--- src/rtl/seg_seq_pkg.sv ---
// Shared types and pattern constants for the segment chase sequencer.
// The optional bounce mode is enabled with SEG_SEQ_PINGPONG_EN.
package seg_seq_pkg;

    localparam int SEG_IDX_W = 3;

    typedef enum logic [1:0] {
        S_IDLE,
        S_COUNT,
        S_ISSUE
    } state_t;

    typedef enum logic [1:0] {
        PAT_FIG8,
        PAT_CIRCLE,
        PAT_VERT,
        PAT_SWEEP
    } pat_t;

    localparam logic [3:0] PAT_LEN_FIG8   = 4'd8;
    localparam logic [3:0] PAT_LEN_CIRCLE = 4'd6;
    localparam logic [3:0] PAT_LEN_VERT   = 4'd4;
    localparam logic [3:0] PAT_LEN_SWEEP  = 4'd7;

    function automatic logic [3:0] pat_len(input logic [1:0] p);
        unique case (pat_t'(p))
            PAT_FIG8:   return PAT_LEN_FIG8;
            PAT_CIRCLE: return PAT_LEN_CIRCLE;
            PAT_VERT:   return PAT_LEN_VERT;
            PAT_SWEEP:  return PAT_LEN_SWEEP;
        endcase
    endfunction

endpackage

--- src/rtl/seg_pattern_rom.sv ---
// Combinational pattern table: (pattern, index) -> (segment, length).
// Unused table slots read back as segment 0.
module seg_pattern_rom
    import seg_seq_pkg::*;
(
    input  logic [1:0]           pat,
    input  logic [2:0]           idx,
    output logic [SEG_IDX_W-1:0] seg,
    output logic [3:0]           len
);

    typedef logic [SEG_IDX_W-1:0] tab_t [8];

    localparam tab_t FIG8   = '{3'd0, 3'd1, 3'd6, 3'd4, 3'd3, 3'd2, 3'd6, 3'd5};
    localparam tab_t CIRCLE = '{3'd0, 3'd1, 3'd2, 3'd3, 3'd4, 3'd5, 3'd0, 3'd0};
    localparam tab_t VERT   = '{3'd0, 3'd6, 3'd3, 3'd6, 3'd0, 3'd0, 3'd0, 3'd0};
    localparam tab_t SWEEP  = '{3'd0, 3'd1, 3'd2, 3'd3, 3'd4, 3'd5, 3'd6, 3'd0};

    always_comb begin
        len = pat_len(pat);
        unique case (pat_t'(pat))
            PAT_FIG8:   seg = FIG8[idx];
            PAT_CIRCLE: seg = CIRCLE[idx];
            PAT_VERT:   seg = VERT[idx];
            PAT_SWEEP:  seg = SWEEP[idx];
        endcase
    end

endmodule

--- src/rtl/seg_chase_sequencer.sv ---
// Paces chase steps with a prescaler and issues one segment per step.
// Define SEG_SEQ_PINGPONG_EN to add the pingpong (bounce at ends) input.
module seg_chase_sequencer
    import seg_seq_pkg::*;
#(
    parameter int PRESCALE_WIDTH = 24
) (
    input  logic                 clk,
    input  logic                 reset,
    input  logic                 enable,
    input  logic [2:0]           speed,
    input  logic                 direction,
    input  logic [1:0]           pattern_sel,
`ifdef SEG_SEQ_PINGPONG_EN
    input  logic                 pingpong,
`endif
    output logic                 trig_valid,
    output logic [SEG_IDX_W-1:0] trig_seg,
    input  logic                 trig_ready,
    output logic [2:0]           step_idx,
    output logic                 running
);

    localparam int LOW_W = PRESCALE_WIDTH - 3;

    state_t                    state;
    logic [PRESCALE_WIDTH-1:0] counter;
    logic [PRESCALE_WIDTH-1:0] limit;
    logic [2:0]                idx;
    logic [1:0]                pat_cur;
    logic                      dir_r;

    logic [SEG_IDX_W-1:0] rom_seg;
    logic [3:0]           rom_len;
    logic [3:0]           new_len;
    logic [2:0]           idx_next;
    logic                 dir_hold;
    logic                 dir_adv;
    logic                 bounce;
    logic                 at_top;
    logic                 hs;

    assign limit   = {~speed, {LOW_W{1'b1}}};
    assign new_len = pat_len(pattern_sel);
    assign at_top  = (idx == 3'(rom_len - 4'd1));
    assign hs      = (state == S_ISSUE) && trig_valid && trig_ready;

`ifdef SEG_SEQ_PINGPONG_EN
    assign bounce = pingpong;
`else
    assign bounce = 1'b0;
`endif

    seg_pattern_rom u_rom (
        .pat (pat_cur),
        .idx (idx),
        .seg (rom_seg),
        .len (rom_len)
    );

    // While bouncing, direction is owned by the sequencer, not the switch.
    assign dir_hold = bounce ? dir_r : direction;

    always_comb begin
        idx_next = idx;
        dir_adv  = dir_hold;
        if (pattern_sel != pat_cur) begin
            idx_next = dir_r ? 3'd0 : 3'(new_len - 4'd1);
        end else if (dir_r) begin
            if (!at_top) begin
                idx_next = idx + 3'd1;
            end else if (bounce) begin
                dir_adv  = 1'b0;
                idx_next = 3'(rom_len - 4'd2);
            end else begin
                idx_next = 3'd0;
            end
        end else begin
            if (idx != 3'd0) begin
                idx_next = idx - 3'd1;
            end else if (bounce) begin
                dir_adv  = 1'b1;
                idx_next = 3'd1;
            end else begin
                idx_next = 3'(rom_len - 4'd1);
            end
        end
    end

    always_ff @(posedge clk) begin
        if (reset) begin
            state      <= S_IDLE;
            counter    <= '0;
            idx        <= '0;
            pat_cur    <= '0;
            dir_r      <= 1'b0;
            trig_valid <= 1'b0;
            trig_seg   <= '0;
        end else begin
            dir_r <= hs ? dir_adv : dir_hold;
            case (state)
                S_IDLE: begin
                    counter <= '0;
                    if (enable) state <= S_COUNT;
                end
                S_COUNT: begin
                    if (!enable) begin
                        state   <= S_IDLE;
                        counter <= '0;
                    end else if (counter >= limit) begin
                        counter    <= '0;
                        trig_seg   <= rom_seg;
                        trig_valid <= 1'b1;
                        state      <= S_ISSUE;
                    end else begin
                        counter <= counter + 1'b1;
                    end
                end
                S_ISSUE: begin
                    counter <= '0;
                    if (hs) begin
                        trig_valid <= 1'b0;
                        idx        <= idx_next;
                        pat_cur    <= pattern_sel;
                        state      <= enable ? S_COUNT : S_IDLE;
                    end
                end
                default: state <= S_IDLE;
            endcase
        end
    end

    assign step_idx = idx;
    assign running  = (state != S_IDLE);

endmodule

--- config.mk ---
export PLATFORM = sky130hd
export DESIGN_NAME = seg_chase_sequencer
export DESIGN_NICKNAME = d
export VERILOG_FILES = /design/src/rtl/seg_seq_pkg.sv /design/src/rtl/seg_pattern_rom.sv /design/src/rtl/seg_chase_sequencer.sv
export SDC_FILE = /design/constraint.sdc
export NUM_CORES = 1
export LEC_CHECK = 0
export ABC_AREA = 1
export BUFFER_PORTS_ARGS = -buffer_cell sky130_fd_sc_hd__buf_2
export CAP_MARGIN = 0
export CORE_ASPECT_RATIO = 1.5
export CORE_MARGIN = 4
export CORE_UTILIZATION = 50
export CTS_BUF_LIST = sky130_fd_sc_hd__clkbuf_8 sky130_fd_sc_hd__clkbuf_16
export DETAILED_ROUTE_END_ITERATION = 7
export PLACE_DENSITY = 0.83
export SYNTH_ARGS = -nofsm -noshare
export SYNTH_HDL_FRONTEND = slang
export SYNTH_HIERARCHICAL = 1
export SYNTH_SLANG_ARGS = --single-unit
export TNS_END_PERCENT = 20
--- constraint.sdc ---
create_clock -name clk -period 1.71 [get_ports clk]
set_input_delay 0.171 -clock clk [delete_from_list [all_inputs] [get_ports clk]]
set_output_delay 0.171 -clock clk [all_outputs]
set_load 0.005 [all_outputs]
==> run metrics <==
status=finished with violations; failing checks=DRC; number of synthesized flops with an enable pin=0; endpoints failing setup=0; antenna violations before repair=0; row count=31; Synth Net Count=just over 400; Required @ worst endpoint=~1.9 ns; clock power share=45.3%; first-pass GRT wire length=9380 µm; Synth-to-Final Area Change=16.3%; FMAX=~630 MHz; number of global-route vias before repair=around 2,300; Via Count=2,489; critical path class=reg2reg; Internal=1320 µW; LEAKAGE=0.00124 µW; Comb power frac=5.5%; crit-path max FO=11; Psw=399 µW; 1st-pass router iterations=8; Cell variety after synth=26; Worst Skew=0.00771 ns; Final Cycle Share=93.3%; Worst Reg-to-Reg Cells=8; FFs w/ async S/R, synth=0%; CTS root buffer=clkbuf_8; number of max-cap violations=0; Final nets=between 400 and 500; ant diodes=0; Syn Area/Cell=6.30 µm²; worst min-delay path class=in2reg; Vias/cell=5.09; fin area=approximately 2900 µm²; Min-Delay Path Depth=3; DP HPWL=approximately 4200 µm; Seq pwr share=49.2%; Worst-path clk slew=0.08 ns; sequential area share after synthesis=approximately 30%; Setup TNS Final=0 ns; pwr/cell area=~600 nW/µm²; Die Width=65.3 µm; Critical Path AT=1.82 ns; Die H=about 94 µm; post-route minimum period=1.60 ns; share of cells above drive strength 1=18.7%; DRC Markers=3; Num CTS Buffers=5; Mapped Area=between 2000 and 2500 µm²; Core Box Area=between 4000 and 5000 µm²; worst skew pair latency=approximately 0.3 ns; synthesis-stage register bit count=36; Post-synth top flop=dfxtp_1; Finished Core Util=between 50 and 60%; violation count after the first detailed-route iteration=142; worst-margin pin slew=0.507 ns; Initial Utilization=roughly half; I/O pin count=18; DP Area=2710 µm²; placer congestion estimate=0.854; Routed Antenna Nets=0; per-cell routed wire length=11.3 µm; Max IR drop VDD=roughly 0.43 mV; RSZ-0062 raised after global routing=true; H-tree depth=2; final wirelength=5510 µm; Max clock buf depth=2; synthesized instance count=391; Syn. warnings=6; Switching Fraction=23.3%; clock tree sinks=36; Pins Over Slew Limit=0; total gr overflow=0; Slew HR=66.2%; largest net degree at the start of global routing=24; CTS tree=yes; startpoint types=flop; Die ar.=6140 µm²; Final Hold Viols=0; Total Routing Usage GR=19.1%; IO buf count=17; critical path capture point type=flop
## worst max-delay path, cell delays in order (launching register included)
cell and delay, ns:
dfxtp_1 0.32, ha_1 0.29, a21o_1 0.17, a21oi_2 0.20, nand2_4 0.08, nor2_4 0.12
buf_6 0.17, nand3_2 0.06, a21oi_1 0.12
## stage by stage
stage / hold slack, ns / worst slack [ns] / total power (µW) / std cells
6_report: 0.0721 / 0.114 / 1710 / 489
5_1_grt: 0.0929 / -0.00677 / 1770 / 489
4_1_cts: 0.0719 / 0.0349 / 1720 / 488
3_5_place_dp: 0.388 / -0.00280 / 957 / 480
3_3_place_gp: 0.373 / 0.0692 / 956 / 480
2_1_floorplan: 0.278 / 0.0854 / 923 / 391
## final timing paths
kind                               to                startpoint  slack [ns]
min                  dir_r$_SDFF_PP0_                 direction        0.07
max           counter[2]$_SDFFE_PP0P_  counter[22]$_SDFFE_PP0P_        0.11
min reg2reg  trig_seg[0]$_SDFFE_PP0P_  trig_seg[0]$_SDFFE_PP0P_        0.48
max reg2reg   counter[2]$_SDFFE_PP0P_  counter[22]$_SDFFE_PP0P_        0.11
## power by group through the flow
stage | sequential [µW] | clock [µW] | combinational [µW]
after detailed placement | 865 | 0 | 91.7
after global placement | 865 | 0 | 90.6
final | 844 | 776 | 94.0
after floorplan | 865 | 0 | 57.9
after global routing | 844 | 823 | 107
after CTS | 845 | 785 | 92.5
## synthesized netlist by cell type, types with 3 or more instances
library cell / n / share of area [%]
xnor2_1: 6 / 2.1
nor2_2: 4 / 1.0
inv_2: 5 / 0.76
dfxtp_1: 36 / 29
ha_1: 12 / 6.1
inv_1: 47 / 7.2
nand2_2: 7 / 1.8
clkbuf_1: 7 / 1.1
nor2_4: 3 / 1.4
nand2_1: 130 / 20
o21ai_0: 17 / 3.5
nand4_1: 6 / 1.5
nor3_1: 4 / 0.81
xor2_1: 5 / 1.8
o21ai_1: 4 / 0.81
nand3_1: 17 / 3.5
a21oi_1: 34 / 6.9
nand3_2: 6 / 2.4
nor2_1: 30 / 4.6
## metal layers
| metal | vias up | share of wire [%] | track usage [%] |
|---|---|---|---|
| met5 | - | 0 | 0 |
| met1 | 1125 | 39 | 19.4 |
| met2 | 62 | 55 | 37.4 |
| met4 | 0 | 2.1 | 7.27 |
| li1 | 1292 | - | - |
| met3 | 10 | 3.9 | 3.11 |
## cell type report
cell class,count,area [µm²]
Sequential cell,36,728
Tap cell,66,82.6
Inverter,52,195
Fill cell,470,1950
Timing Repair Buffer,33,221
Clock buffer,5,68.8
Multi-Input combinational cell,294,1520
Clock inverter,3,46.3
## logic make-up after synthesis
kind of cell,count (synthesis),synth area share (%)
fa+ha+maj,12,6.09
compound gates,59,12.5
xor+xnor,11,3.91
buf+inv,61,9.90
flops,36,29.3
simple gates,212,38.3
## timing repair
item | 4_1_cts | 5_1_grt
hold buffers | 0 | 0
setup buffers | 0 | 1
pin swaps | 0 | 1
resized for setup | 1 | 11
endpoints found under the setup margin | 7 | 22
## layout by cell type, fill, tap and decap left out, types with 2 or more instances in the layout
cell type / synthesis / final
nand3_1: 17 / 17
nor2_4: 3 / 4
buf_4: 0 / 14
xor2_1: 5 / 5
nor3_1: 4 / 4
o21ai_0: 17 / 16
nand2_2: 7 / 7
nor2_1: 30 / 29
nor2_2: 4 / 4
a21oi_1: 34 / 32
xnor2_1: 6 / 5
nand3b_1: 2 / 2
nand3_2: 6 / 6
dfxtp_2: 0 / 3
buf_2: 0 / 17
o21ai_2: 2 / 2
dfxtp_1: 36 / 32
inv_1: 47 / 47
clkbuf_8: 0 / 5
ha_1: 12 / 12
nand2_1: 130 / 130
inv_2: 5 / 5
nand4_1: 6 / 6
a21oi_2: 0 / 2
o21ai_1: 4 / 5
or2_2: 2 / 2
## state kept, by name, indices dropped and copies added, names as in the netlist
name / cells
step_idx: 3
trig_valid: 1
state: 2
trig_seg: 3
counter: 24
pat_cur: 2
dir_r: 1
Power figures use the tool's default switching activity.
